<file path="src/rtl/motion_step_scheduler_if.sv">
// motion_step_scheduler_if: request, preload and step-output bundle between motion controller and scheduler
interface motion_step_scheduler_if;
    logic        en;
    logic        theta_pos;
    logic        theta_neg;
    logic        phi_pos;
    logic        phi_neg;
    logic        load;
    logic [15:0] load_theta;
    logic [15:0] load_phi;
    logic        step_theta;
    logic        step_phi;
    logic        dir_theta;
    logic        dir_phi;
    logic [15:0] pos_theta;
    logic [15:0] pos_phi;
    logic        busy;
    logic        limit_hit;
    modport master (
        output en, theta_pos, theta_neg, phi_pos, phi_neg, load, load_theta, load_phi,
        input  step_theta, step_phi, dir_theta, dir_phi, pos_theta, pos_phi, busy, limit_hit
    );
    modport slave (
        input  en, theta_pos, theta_neg, phi_pos, phi_neg, load, load_theta, load_phi,
        output step_theta, step_phi, dir_theta, dir_phi, pos_theta, pos_phi, busy, limit_hit
    );
endinterface

</file>
<file path="src/rtl/motion_step_scheduler.sv">
// motion_step_scheduler: round-robin single-motor step pulse generator with clamped position counters
module motion_step_scheduler #(
    parameter int          DIR_SETUP = 2,
    parameter int          STEP_HIGH = 50,
    parameter int          STEP_GAP  = 1000,
    parameter logic [15:0] POS_MAX   = 16'hFFFF
) (
    input logic                    clk,
    input logic                    rst_n,
    motion_step_scheduler_if.slave bus
);
    typedef enum logic [1:0] {IDLE, SETUP, PULSE, GAP} state_t;
    state_t      state;
    logic [31:0] cnt;
    logic        sel_phi, dir_sel, last_phi;
    logic        th_req, th_lim, th_ok, ph_req, ph_lim, ph_ok, grant_phi;
    function automatic logic [15:0] clamp(input logic [15:0] v);
        return v > POS_MAX ? POS_MAX : v;
    endfunction
    always_comb begin
        th_req    = bus.theta_pos ^ bus.theta_neg;
        th_lim    = th_req && (bus.theta_pos ? bus.pos_theta == POS_MAX : bus.pos_theta == 16'd0);
        th_ok     = th_req && !th_lim;
        ph_req    = bus.phi_pos ^ bus.phi_neg;
        ph_lim    = ph_req && (bus.phi_pos ? bus.pos_phi == POS_MAX : bus.pos_phi == 16'd0);
        ph_ok     = ph_req && !ph_lim;
        grant_phi = ph_ok && (!th_ok || !last_phi);
    end
    always_ff @(posedge clk or negedge rst_n) begin
        if (!rst_n) begin
            state          <= IDLE;
            cnt            <= '0;
            sel_phi        <= 1'b0;
            dir_sel        <= 1'b0;
            last_phi       <= 1'b1;
            bus.step_theta <= 1'b0;
            bus.step_phi   <= 1'b0;
            bus.dir_theta  <= 1'b0;
            bus.dir_phi    <= 1'b0;
            bus.pos_theta  <= '0;
            bus.pos_phi    <= '0;
            bus.busy       <= 1'b0;
            bus.limit_hit  <= 1'b0;
        end else begin
            bus.limit_hit <= 1'b0;
            case (state)
                IDLE: begin
                    if (bus.load) begin
                        bus.pos_theta <= clamp(bus.load_theta);
                        bus.pos_phi   <= clamp(bus.load_phi);
                    end else if (bus.en) begin
                        bus.limit_hit <= th_lim || ph_lim;
                        if (th_ok || ph_ok) begin
                            sel_phi  <= grant_phi;
                            dir_sel  <= grant_phi ? bus.phi_pos : bus.theta_pos;
                            if (grant_phi) bus.dir_phi <= bus.phi_pos;
                            else bus.dir_theta <= bus.theta_pos;
                            bus.busy <= 1'b1;
                            cnt      <= 32'(DIR_SETUP - 1);
                            state    <= SETUP;
                        end
                    end
                end
                SETUP: begin
                    if (cnt == '0) begin
                        state <= PULSE;
                        cnt   <= 32'(STEP_HIGH - 1);
                        if (sel_phi) bus.step_phi <= 1'b1;
                        else bus.step_theta <= 1'b1;
                    end else cnt <= cnt - 1;
                end
                PULSE: begin
                    if (cnt == '0) begin
                        state          <= GAP;
                        cnt            <= 32'(STEP_GAP - 1);
                        bus.step_theta <= 1'b0;
                        bus.step_phi   <= 1'b0;
                        // limits were checked at grant, so +/-1 cannot wrap
                        if (sel_phi) bus.pos_phi <= dir_sel ? bus.pos_phi + 16'd1 : bus.pos_phi - 16'd1;
                        else bus.pos_theta <= dir_sel ? bus.pos_theta + 16'd1 : bus.pos_theta - 16'd1;
                    end else cnt <= cnt - 1;
                end
                GAP: begin
                    if (cnt == '0) begin
                        state    <= IDLE;
                        bus.busy <= 1'b0;
                        last_phi <= sel_phi;
                    end else cnt <= cnt - 1;
                end
                default: state <= IDLE;
            endcase
        end
    end
endmodule

</file>
<file path="src/flat_wrapper.sv">
// flat-port wrapper written by rule: the top's interface ports become plain ports
module motion_step_scheduler_flat 
#(
    parameter int          DIR_SETUP = 2,
    parameter int          STEP_HIGH = 50,
    parameter int          STEP_GAP  = 1000,
    parameter logic [15:0] POS_MAX   = 16'hFFFF
)
  (clk, rst_n, bus_en, bus_theta_pos, bus_theta_neg, bus_phi_pos, bus_phi_neg, bus_load, bus_load_theta, bus_load_phi, bus_step_theta, bus_step_phi, bus_dir_theta, bus_dir_phi, bus_pos_theta, bus_pos_phi, bus_busy, bus_limit_hit);
  motion_step_scheduler_if bus_i ();
  input logic clk;
  input logic rst_n;
  input wire logic [$bits(bus_i.en)-1:0] bus_en;
  input wire logic [$bits(bus_i.theta_pos)-1:0] bus_theta_pos;
  input wire logic [$bits(bus_i.theta_neg)-1:0] bus_theta_neg;
  input wire logic [$bits(bus_i.phi_pos)-1:0] bus_phi_pos;
  input wire logic [$bits(bus_i.phi_neg)-1:0] bus_phi_neg;
  input wire logic [$bits(bus_i.load)-1:0] bus_load;
  input wire logic [$bits(bus_i.load_theta)-1:0] bus_load_theta;
  input wire logic [$bits(bus_i.load_phi)-1:0] bus_load_phi;
  output wire logic [$bits(bus_i.step_theta)-1:0] bus_step_theta;
  output wire logic [$bits(bus_i.step_phi)-1:0] bus_step_phi;
  output wire logic [$bits(bus_i.dir_theta)-1:0] bus_dir_theta;
  output wire logic [$bits(bus_i.dir_phi)-1:0] bus_dir_phi;
  output wire logic [$bits(bus_i.pos_theta)-1:0] bus_pos_theta;
  output wire logic [$bits(bus_i.pos_phi)-1:0] bus_pos_phi;
  output wire logic [$bits(bus_i.busy)-1:0] bus_busy;
  output wire logic [$bits(bus_i.limit_hit)-1:0] bus_limit_hit;
  assign bus_i.en = bus_en;
  assign bus_i.theta_pos = bus_theta_pos;
  assign bus_i.theta_neg = bus_theta_neg;
  assign bus_i.phi_pos = bus_phi_pos;
  assign bus_i.phi_neg = bus_phi_neg;
  assign bus_i.load = bus_load;
  assign bus_i.load_theta = bus_load_theta;
  assign bus_i.load_phi = bus_load_phi;
  assign bus_step_theta = bus_i.step_theta;
  assign bus_step_phi = bus_i.step_phi;
  assign bus_dir_theta = bus_i.dir_theta;
  assign bus_dir_phi = bus_i.dir_phi;
  assign bus_pos_theta = bus_i.pos_theta;
  assign bus_pos_phi = bus_i.pos_phi;
  assign bus_busy = bus_i.busy;
  assign bus_limit_hit = bus_i.limit_hit;
  motion_step_scheduler #(.DIR_SETUP(DIR_SETUP), .STEP_HIGH(STEP_HIGH), .STEP_GAP(STEP_GAP), .POS_MAX(POS_MAX)) u_core (.clk(clk), .rst_n(rst_n), .bus(bus_i));
endmodule
</file>
<file path="config.mk">
export PLATFORM = sky130hd
export DESIGN_NAME = motion_step_scheduler_flat
export DESIGN_NICKNAME = d
export VERILOG_FILES = /design/src/rtl/motion_step_scheduler_if.sv /design/src/rtl/motion_step_scheduler.sv /design/src/flat_wrapper.sv
export SDC_FILE = /design/constraint.sdc
export NUM_CORES = 1
export LEC_CHECK = 0
export ABC_AREA = 1
export BUFFER_PORTS_ARGS = -buffer_cell sky130_fd_sc_hd__buf_2
export CORE_ASPECT_RATIO = 2
export CORE_MARGIN = 2
export CORE_UTILIZATION = 54
export DETAILED_ROUTE_END_ITERATION = 16
export PLACE_DENSITY = 0.78
export SLEW_MARGIN = 20
export SYNTH_ARGS = -nofsm -noshare
export SYNTH_HDL_FRONTEND = slang
export SYNTH_SLANG_ARGS = --single-unit
</file>
<file path="constraint.sdc">
create_clock -name clk -period 2.3 [get_ports clk]
set_input_delay 0.46 -clock clk [delete_from_list [all_inputs] [get_ports clk]]
set_output_delay 0.46 -clock clk [all_outputs]
set_load 0.02 [all_outputs]
</file>
# == After elaboration in Yosys (flattened, before gate mapping) ==
# Cells that the tools add are included.
# word_totals
reg_bits,75
latch_bits,0
ram_bits,0
romBits,0
in_bits,40
elab_cells,114
memories,0
# op_classes
addsub,5
n_mul,0
div_mod_pow,0
magnitude_cmp,2
eq_ne,17
shift,0
muxes,43
n_bitwise,4
n_reduce_logical,30
# op_table
op,count
32-bit two-way mux,6
16-bit two-way mux,10
32-bit one-hot mux with 4 select lines,1
16-bit one-hot mux with 2 select lines,2
16-bit by 1-bit adder with 16-bit output (second input constant),2
16-bit == test (second input constant),2
16-bit > comparator (second input constant),2
16-bit logical NOT,2
32-bit logical NOT,1
16-bit by 1-bit subtractor with 16-bit output (second input constant),2
32-bit by 1-bit subtractor with 32-bit output (second input constant),1
4-bit AND reduction,6
5-bit AND reduction,3
1-bit two-way mux,14
2-bit two-way mux,6
2-bit by 1-bit != test with 1-bit output (second input constant),6
2-bit != test (second input constant),6
2-bit one-hot mux with 4 select lines,1
1-bit one-hot mux with 2 select lines,3
6-bit AND reduction,1
2-bit nonzero test,3
1-bit logical AND,5
2-bit == test (second input constant),2
1-bit logical NOT,4
6 further kinds,10

# == Depth between registers and ports, before layout ==
# logic_depth
ltp_word,10
depth_mapped,13
depth_no_buf,13

# == Worst setup path after synthesis ==
# No wires, ideal clock.
# synth_path
path_type,reg-to-reg
from,register u_core.dir_sel
to,register u_core.bus.pos_phi[8]
setup_ns,0.118
t_arrival_ns,2.307
slack_ns,-0.124
path_stages_with_launch,14
path_cell_list,dfrtp_1 inv_1 ha_1 a21oi_1 nand2_1 nand2_1 nand2_1 nand2_1 nand2_1 or2_2 nand3_1 nand2_1 nand2_1 nand2_1
# synth_between
elab_chain_cells,4
# synth_rtl
item,line,rtl
from (decl),motion_step_scheduler.sv:15,"logic sel_phi, dir_sel, last_phi;"
from (signal assigned),motion_step_scheduler.sv:55,dir_sel <= grant_phi ? bus.phi_pos : bus.theta_pos;
16-bit two-way mux (2 in a row),motion_step_scheduler.sv:79,if (sel_phi) bus.pos_phi <= dir_sel ? bus.pos_phi + 16'd1 : bus.pos_phi - 16'd1;
16-bit two-way mux,motion_step_scheduler.sv:73,if (cnt == '0) begin
16-bit one-hot mux with 2 select lines,motion_step_scheduler.sv:46,case (state)
to (signal assigned),motion_step_scheduler.sv:50,bus.pos_phi <= clamp(bus.load_phi);
to (signal assigned),motion_step_scheduler.sv:79,
to (decl),motion_step_scheduler_if.sv:25,"output step_theta, step_phi, dir_theta, dir_phi, pos_theta, pos_phi, busy, limit_hit"
# No other way between the ends. The select of a mux whose other input is x is not followed.
# A chain may end at the register's enable or synchronous reset.

# == Worst setup path in the final report ==
# layout_path
from,register u_core.dir_sel
to,register u_core.bus.pos_phi[9]
# Same word-level chain as after synthesis.

==> flow_metrics.tcl <==
set metrics [dict create \
    status "completed" \
    drv_cap 0 \
    grt_setup_unrepaired "yes" \
    area_growth_pct 17.8 \
    nNetsFinal 1195 \
    netlist_instances 1024 \
    synth_ff_type "dfrtp_1" \
    die_width_um 82.1 \
    io_pins 78 \
    synth_edf_count 0 \
    dp_hpwl_um 15700 \
    cp.required_ps 2530 \
    drive_gt1_share_pct 18.2 \
    nFillCells 1164 \
    grt_pass1_vias 7048 \
    syn_area_mm2 0.00658 \
    critPathMaxFanout 15 \
    crit_type "flop to flop" \
    yosys.cell_types.count 42 \
    ff2ff_path_depth 13 \
    ant_nets 0 \
    cts_tree "built" \
    cpLargestDelayFamily "simple AND/OR/NAND/NOR gates" \
    finalWorstSetupSlack_ps 155 \
    cp_cell_sequence "clkinvlp_4 -> buf_12 -> ha_2 -> a21o_1 -> nand2_1 -> nand2_1 -> inv_1 -> nand3_1 -> or2_2 -> nand3_1 -> nand2_1 -> nand2_1 -> nand2_1" \
    port_buffers 77 \
    synth_seq_area_share_pct 28.5 \
    max-slew-margin-rel_pct 68.3 \
    finish.utilization_pct 64.3 \
    numClockSinks 75 \
    worst-path-buf-inv 3 \
    syn_avg_cell_area_um2 6.43 \
    vias 7283 \
    synth_nets 1099 \
    clockRootBuffer "clkbuf_16" \
    fp.coreArea_mm2 0.0121 \
    drt-pass1-iter-count 5 \
    grt_overflow_total 0 \
    die_height_um 160 \
    yosys_warnings 0 \
    cts.clk_slew.worst_paths_ps 70 \
    r2r-end "u_core.bus.pos_phi[9]" \
    slew_viol_final 0 \
    grt_antenna_before_repair 0 \
    async_flop_share_pct 100 \
    diodes 0 \
    cts_htree_levels 3 \
    dieArea_mm2 0.0131 \
    end_kind "flop" \
    grt_max_degree 55 \
    post-route-period-util_pct 93.3 \
    cts_buffer_depth 2 \
    cpPeakStageDelay_ps 390 \
    ys_ff_latch 75 \
    initial_core_util_pct 54.6 \
    crit_top_cell "nand2_1" \
    reg2reg_slack_ps 150 \
    drt_iter0_markers 360 \
    hold_ws_ps 6.68 \
    wire_per_inst_um 16.3 \
    fin_crit_ps 2150 \
    final-setup-viol-count 0 \
    final_area_mm2 0.00775 \
    post_dp_cell_area_mm2 0.00730 \
    grt_usage_pct 32.8 \
    critPathArrivalTime_ps 2380 \
    r2r-start "u_core.dir_sel" \
    drt-total-wl_um 20800 \
    finalClockSkew_ps 9.62 \
    drc 0 \
    hp-class "input port to asynchronous set/reset pin" \
    fmax_mhz 466 \
    place_ws_ps 46.2 \
    start_kind "flop" \
    num_rows 57 \
    critPathSlowestCell "dfrtp_1" \
    cts_buffers 9 \
    grt_first_pass_wirelength_um 33300 \
    worst_slew_pin_slew_ps 473 \
    hold_viol 0 \
    insertion_delay_ps 340 \
    gp_congestion 1.04 \
    vias_per_cell 5.73 \
]
metrics by stage:
step	TNS [ps]	std cells
after CTS	0	1270
after detailed placement	0	1254
after global routing	-25.5	1272
final	0	1272
after global placement	0	1254
after floorplan	-247	1024
metal layers:
layer	wire [µm]	global-route usage [%]	vias to the layer above	share of wire [%]
li1	-	-	3567	-
met1	7480	35.1	3406	36
met2	11200	59.0	235	54
met3	865	4.12	75	4.2
met4	1210	18.8	0	5.8
met5	0	0	-	0
placed cells by master, fill, tap and decap left out, types with 3 or more instances in the layout:
master / instances
clkinvlp_4: 4
nand4_1: 45
a21oi_1: 31
nand2_4: 3
nor2_1: 132
o21ai_1: 12
inv_6: 3
xnor2_1: 8
nand2_2: 19
o21ai_0: 41
a21oi_2: 8
dfrtp_1: 74
nand2_1: 323
a21o_1: 4
ha_1: 22
nor3_1: 9
ha_2: 6
nor2_2: 6
ha_4: 5
o211ai_1: 10
o31ai_2: 3
clkbuf_16: 9
xor2_1: 13
buf_2: 76
buf_4: 35
inv_1: 77
nand3_1: 109
or2_2: 8
sequential cells by signal, summed over array words and instances (netlist names):
register and cells:
u_core.bus.busy 1, u_core.dir_sel 1, u_core.bus.dir_phi 1, u_core.bus.pos_theta 16
u_core.bus.step_theta 1, u_core.bus.limit_hit 1, u_core.bus.dir_theta 1, u_core.bus.pos_phi 16
u_core.state 2, u_core.bus.step_phi 1, u_core.last_phi 1, u_core.cnt 32
u_core.sel_phi 1
cell families after synthesis:
family	Yosys count	share of synthesized area, %
AOI/OAI and AO/OA	117	10.1
DFF	75	28.5
adders and majority gates	35	6.88
xor gates and xnor gates	21	2.79
buffers and inverters	112	7.22
and+or+nand+nor	664	44.5
cell usage after synthesis, types with 3 or more instances:
master | count | share of area [%]
nor2_1 | 132 | 7.5
inv_1 | 78 | 4.4
buf_6 | 5 | 0.86
xor2_1 | 13 | 1.7
o211ai_1 | 10 | 1.1
nand4_1 | 45 | 4.3
nor3_1 | 10 | 0.76
clkbuf_1 | 13 | 0.74
or2_2 | 8 | 0.76
nand2_2 | 14 | 1.3
nand2_1 | 328 | 19
ha_1 | 33 | 6.3
nand3_1 | 110 | 8.4
a21oi_1 | 39 | 3.0
dfrtp_1 | 74 | 28
buf_2 | 9 | 0.68
o21ai_1 | 9 | 0.68
nand2_4 | 3 | 0.51
xnor2_1 | 8 | 1.1
o31ai_2 | 3 | 0.57
a21o_1 | 4 | 0.46
nor2_2 | 6 | 0.57
o21ai_0 | 44 | 3.3
cell type report:
type                    count  area [µm²]  share of cell area [%]
well taps                 147         184                    2.37
multi-input cells         837        4360                    56.3
flip-flops and latches     75        1880                    24.2
repair buffers            114         698                    9.00
clock inverters             6        71.3                   0.920
inverters                  83         322                    4.15
clock buffers              10         239                    3.08
repair_timing:
item                       CTS  global route
gates resized for setup      0            30
hold buffers                 0             0
buffers inserted             0             2
setup endpoints to repair    0            19
worst max path at each step:
stage | startpoint | end | slack (ps) | depth (start not counted)
6_report | u_core.dir_sel | u_core.bus.pos_phi[9] | 150 | 13
5_1_grt | u_core.dir_sel | u_core.bus.pos_phi[13] | -20 | 12
4_1_cts | u_core.dir_sel | u_core.bus.pos_phi[14] | 40 | 13
3_5_place_dp | u_core.dir_sel | u_core.bus.pos_phi[14] | 50 | 13
3_3_place_gp | u_core.dir_sel | u_core.bus.pos_phi[14] | 100 | 13
2_1_floorplan | u_core.dir_sel | u_core.bus.pos_phi[8] | -80 | 13
Power is not shown: default switching activity piles up to over one toggle a cycle in this logic, so the estimate is an artifact.
